--- src/rtl/alu_sched.sv ---
//==============================================================================
// Module   : alu_sched
// Purpose  : Shares one combinational ALU between two requesters. Requests are
//            arbitrated round-robin in IDLE, the accepted operands/op are
//            registered onto the ALU bus and held for ALU_LAT cycles, the
//            result is captured and returned to the owning requester over a
//            valid/ready response channel. One operation in flight at a time.
// Ports    : clk, rst_n (async, active low)
//            req0_*/req1_* : valid/ready request channels (op, a, b)
//            rsp0_*/rsp1_* : valid/ready response channels
//            rsp_data, rsp_err : shared response payload
//            alu_a, alu_b, alu_op : registered ALU inputs
//            alu_result    : combinational ALU output
//            busy          : high whenever an operation is in progress
//            perf_done0/1, perf_stall : only with ALU_SCHED_PERF_EN defined
// Options  : `define ALU_SCHED_PERF_EN adds performance counters.
// Revision : 1.0 - initial release
//==============================================================================
`default_nettype none

module alu_sched #(
    parameter int         W       = 16,
    parameter int         ALU_LAT = 2,
    parameter logic [3:0] RSV_OP  = 4'hF
) (
    input  logic         clk,
    input  logic         rst_n,
    input  logic         req0_valid,
    output logic         req0_ready,
    input  logic [3:0]   req0_op,
    input  logic [W-1:0] req0_a,
    input  logic [W-1:0] req0_b,
    input  logic         req1_valid,
    output logic         req1_ready,
    input  logic [3:0]   req1_op,
    input  logic [W-1:0] req1_a,
    input  logic [W-1:0] req1_b,
    output logic         rsp0_valid,
    input  logic         rsp0_ready,
    output logic         rsp1_valid,
    input  logic         rsp1_ready,
    output logic [W-1:0] rsp_data,
    output logic         rsp_err,
    output logic [W-1:0] alu_a,
    output logic [W-1:0] alu_b,
    output logic [3:0]   alu_op,
    input  logic [W-1:0] alu_result,
    output logic         busy
`ifdef ALU_SCHED_PERF_EN
    ,
    output logic [15:0]  perf_done0,
    output logic [15:0]  perf_done1,
    output logic [15:0]  perf_stall
`endif
);

    typedef enum logic [1:0] {
        S_IDLE = 2'd0,
        S_EXEC = 2'd1,
        S_RESP = 2'd2
    } state_t;

    localparam logic [3:0] CNT_INIT = 4'(ALU_LAT - 1);

    state_t         state;
    state_t         state_nxt;
    logic           owner;
    logic           last_grant;
    logic [3:0]     cnt;

    logic           acc;
    logic           acc_port;
    logic [3:0]     acc_op;
    logic [W-1:0]   acc_a;
    logic [W-1:0]   acc_b;
    logic           rsp_hs;

    // Single valid port wins; on a tie the port that did not win last time
    // wins. last_grant resets to 1 so port 0 takes the first tie.
    assign req0_ready = (state == S_IDLE) && req0_valid && (!req1_valid || last_grant);
    assign req1_ready = (state == S_IDLE) && req1_valid && (!req0_valid || !last_grant);

    assign acc      = req0_ready || req1_ready;
    assign acc_port = req1_ready;
    assign acc_op   = acc_port ? req1_op : req0_op;
    assign acc_a    = acc_port ? req1_a  : req0_a;
    assign acc_b    = acc_port ? req1_b  : req0_b;

    assign rsp0_valid = (state == S_RESP) && !owner;
    assign rsp1_valid = (state == S_RESP) &&  owner;
    assign rsp_hs     = owner ? rsp1_ready : rsp0_ready;
    assign busy       = (state != S_IDLE);

    always_ff @(posedge clk or negedge rst_n) begin
        if (!rst_n) begin
            state <= S_IDLE;
        end else begin
            state <= state_nxt;
        end
    end

    always_comb begin
        state_nxt = state;
        case (state)
            S_IDLE: begin
                if (acc) begin
                    // Reserved op bypasses the ALU entirely.
                    state_nxt = (acc_op == RSV_OP) ? S_RESP : S_EXEC;
                end
            end
            S_EXEC: begin
                if (cnt == 4'd0) begin
                    state_nxt = S_RESP;
                end
            end
            S_RESP: begin
                if (rsp_hs) begin
                    state_nxt = S_IDLE;
                end
            end
            default: state_nxt = S_IDLE;
        endcase
    end

    // Datapath: ALU bus registers, latency counter and response payload.
    always_ff @(posedge clk or negedge rst_n) begin
        if (!rst_n) begin
            alu_a      <= '0;
            alu_b      <= '0;
            alu_op     <= 4'd0;
            rsp_data   <= '0;
            rsp_err    <= 1'b0;
            owner      <= 1'b0;
            last_grant <= 1'b1;
            cnt        <= 4'd0;
        end else begin
            if (acc) begin
                alu_a      <= acc_a;
                alu_b      <= acc_b;
                alu_op     <= acc_op;
                owner      <= acc_port;
                last_grant <= acc_port;
                cnt        <= CNT_INIT;
                if (acc_op == RSV_OP) begin
                    rsp_data <= '0;
                    rsp_err  <= 1'b1;
                end
            end
            if (state == S_EXEC) begin
                if (cnt == 4'd0) begin
                    rsp_data <= alu_result;
                    rsp_err  <= 1'b0;
                end else begin
                    cnt <= cnt - 4'd1;
                end
            end
        end
    end

`ifdef ALU_SCHED_PERF_EN
    logic stall;

    // A cycle where either port is held off counts once.
    assign stall = (req0_valid && !req0_ready) || (req1_valid && !req1_ready);

    always_ff @(posedge clk or negedge rst_n) begin
        if (!rst_n) begin
            perf_done0 <= 16'd0;
            perf_done1 <= 16'd0;
            perf_stall <= 16'd0;
        end else begin
            if (rsp0_valid && rsp0_ready) begin
                perf_done0 <= perf_done0 + 16'd1;
            end
            if (rsp1_valid && rsp1_ready) begin
                perf_done1 <= perf_done1 + 16'd1;
            end
            if (stall) begin
                perf_stall <= perf_stall + 16'd1;
            end
        end
    end
`endif

endmodule

`default_nettype wire

--- config.mk ---
export PLATFORM = sky130hd
export DESIGN_NAME = alu_sched
export DESIGN_NICKNAME = d
export VERILOG_FILES = /design/src/rtl/alu_sched.sv
export SDC_FILE = /design/constraint.sdc
export NUM_CORES = 1
export LEC_CHECK = 0
export ABC_CLOCK_PERIOD_IN_PS = 1490
export CORE_UTILIZATION = 35
export CTS_BUF_LIST = sky130_fd_sc_hd__clkbuf_4 sky130_fd_sc_hd__clkbuf_8 sky130_fd_sc_hd__clkbuf_16
export DETAILED_ROUTE_END_ITERATION = 6
export PLACE_DENSITY = 0.79
export RECOVER_POWER = 25
export SETUP_SLACK_MARGIN = 0.4
export SYNTH_ARGS = -nofsm -noshare
export SYNTH_HDL_FRONTEND = slang
export SYNTH_SLANG_ARGS = --single-unit
--- constraint.sdc ---
create_clock -name clk -period 1.49 [get_ports clk]
set_input_delay 0.149 -clock clk [delete_from_list [all_inputs] [get_ports clk]]
set_output_delay 0.149 -clock clk [all_outputs]
set_load 0.005 [all_outputs]
==> results.ini, run 1 <==
[pwr]
internal_power_uw=6770
p_seq_share_pct=28.9
clkPwrFrac_pct=18.8
comb_power_share_pct=52.4
leakage_uw=0.00263
p_sw_share_pct=33.7
irDropWorstVdd_v=0.000753
switchingPower_uw=3440
p_per_area_mw_per_mm2=1930

[finish]
drive_above_1_share_pct=36.4
syn2layout_area_growth_pct=87.0
utilization_pct=68.0
fillers=612
nNetsFinal=579
antenna_cells=0

[timing]
setup_slack_ps=-50.5
timing.hold.ws_ps=367
drv_slew=0
fin_worst_skew_ps=5.95
slew_headroom_pct=44.2
finalHoldViolCount=0
fmax_mhz=649
rsz0062_at_grt=true
fin_crit_sh_pct=103
setup_viol=22
worst_slew_pin_slew_ps=837
post-route-min-period_ps=1540

[clocking]
clock_latency_ps=330
tritoncts=done
cts.sinks=61
cts_root_buf=clkbuf_8
clk_pin_slew_ps=70
ctsHtreeMaxLevel=3
cts.path.max_buffers=2
cts_inserted_buffers=9

[hold_path]
min_from=alu_result[0]
min_to=rsp_data[0]
hold_class=input pin to register
whs_path_depth=3

[placed_design]
io_buffer_count=151
pre_cts_slack_ps=-188
hpwlAfterDp_mm=5.59
place_congestion=0.690

[logic_synthesis]
synth_top_family_by_area=simple AND/OR/NAND/NOR gates
synth_adder_area_share_pct=0.443
syn_nets=379
synth-seq-cells=61
synth-xor-area-share_pct=0
syn_inst=284
synth_top_area_share_pct=53.1
synth_compound_area_share_pct=12.1
synthFlopType=dfrtp_1
synth_most_common_cell=nand2_1
synth_edf_count=0
synthMuxAreaShare_pct=13.5
ys_types=33
synth_area_leaders=dfrtp_1 53%, mux2i_1 13%, nand2_1 9.8%
syn_area_per_cell_um2=9.95
synthArstFlopShare_pct=100
syn_area_mm2=0.00283
yosys-top-cells-count=74 x nand2_1, 60 x dfrtp_1, 42 x o21ai_0
ys_warn_count=0
synth_top_area_cell=dfrtp_1
synthSimpleGateAreaFrac_pct=15.2
seq_area_frac_synth_pct=54.1

[setup_path]
max_stage_delay_ps=430
cp_slowest_cell=dfrtp_2
worst_ep_arrival_time_ps=1750
timing.rr.end=rsp_data[7]
r2r_cells=7
path_common_cell=buf_6
path_cells=nor2_4 > buf_6 > buf_6 > o2111ai_1 > nand2_2 > buf_12 > o21ai_1
path_class=register to register
r2r_slack_ps=-50
cp-end-kind=register
r2r_start=state[0]
required_ps=1700
start_kind=register
crit_buf_inv=3
path_max_fanout=17
crit_family=flip-flops

[routing]
drt_pass1_iterations=3
wl_per_cell_um=15.3
drc=0
drt-initial-drc-count=60
final_antenna_net_count=0
vias=2815
drt-total-wl_mm=9.05
viasPerCell=4.76

[die]
die_h_um=91.9
coreArea_mm2=0.00777
initial_utilization_pct=36.4
num_io_pins=152
die_x_um=91.9
core.rowCount=32
die-area_mm2=0.00844

[grt]
grt_usage_pct=20.9
antenna_found_initial=0
grt_pass1_wl_mm=13.8
grt_pass1_vias=2813
grt_max_degree=62
globalRoute.totalOverflow=0

[outcome]
violations=setup timing
status=finished with violations

[run]
drv_cap=0

registers in the layout (all words and copies together), names as in the netlist:
name	count
alu_a	16
alu_b	16
rsp_data	16
alu_op	4
cnt	4
state	2
last_grant	1
owner	1
rsp_err	1
tightest hold or removal path, delay by kind of cell:
kind / cells / cell delay, ps
compound gates: 1 / 50
buf+inv: 1 / 400
simple gates: 1 / 70
power by group through the flow:
| stage | clock [uW] | sequential, uW | combinational, uW |
|---|---|---|---|
| after floorplan | 0 | 2990 | 1970 |
| after global placement | 0 | 2920 | 4110 |
| after detailed placement | 0 | 2950 | 4230 |
| after CTS | 1960 | 2920 | 4610 |
| after global routing | 2050 | 3050 | 5800 |
| final | 1910 | 2950 | 5340 |
layout make-up:
type / instances / area (um^2) / share of cell area (%)
Clock inverter: 3 / 90.1 / 1.70
Timing Repair Buffer: 206 / 1930 / 36.6
Multi-Input combinational cell: 199 / 1400 / 26.6
Inverter: 7 / 28.8 / 0.545
Tap cell: 102 / 128 / 2.41
Clock buffer: 13 / 173 / 3.27
Sequential cell: 61 / 1530 / 28.9
logic make-up after synthesis:
| logic type | after synthesis |
|---|---|
| and+or+nand+nor | 96 |
| AOI/OAI and AO/OA | 64 |
| DFF | 61 |
| muxes | 38 |
| buffers and inverters | 24 |
| adders and majority gates | 1 |
worst max-delay path by stage:
stage,from,end,slack [ps],cells after the start
CTS,state[1],state[0],-40,7
detailed placement,req0_valid,req0_ready,-190,4
finish,state[0],rsp_data[7],-50,7
global placement,req0_valid,req0_ready,-180,4
floorplan,cnt[1],rsp_data[10],30,8
global route,state[0],state[0],-110,7
placed cells by master (no fill, tap or decap), types with 8 or more instances in the layout:
cell,netlist,final
nand2_2,0,8
clkdlybuf4s50_1,0,92
clkbuf_8,0,12
buf_6,3,11
nand2_1,74,55
clkbuf_2,1,23
clkdlybuf4s15_1,0,8
nand2_4,0,11
dfrtp_1,60,59
buf_2,7,26
mux2i_1,37,33
buf_4,3,30
o21ai_2,0,13
o21ai_1,13,41
timing repair:
item                                    in CTS  in global routing
resized for setup                          193                 85
endpoints found under the hold margin       60                  0
pin swaps                                    5                 22
hold buffers                                 1                  0
gates cloned                                 5                  2
buffers inserted                            17                 14
endpoints found under the setup margin     118                 94
layer usage:
metal,vias up,global-route usage [%],routed length (um)
met3,11,4.23,528
met1,1331,25.7,3580
met4,0,7.81,115
li1,1372,-,-
met5,-,0,0
met2,101,36.3,4830
metrics by stage:
step / setup TNS, ps / std cells / power [uW] / cell area, um^2
2_1_floorplan: 0 / 284 / 4950 / 2900
3_3_place_gp: -1150 / 536 / 7030 / 4580
3_5_place_dp: -2480 / 536 / 7190 / 4580
4_1_cts: -129 / 575 / 9490 / 5080
5_1_grt: -3120 / 591 / 10900 / 5290
6_report: -515 / 591 / 10200 / 5290
Note: power is estimated with default switching activity, not from simulation.
==> run 2: changes to the inputs <==
Settings changed: CTS_CLUSTER_DIAMETER set to 60.
==> results of run 2 <==
Same layout as run 1: the final DEF is identical, and so are final timing and power.
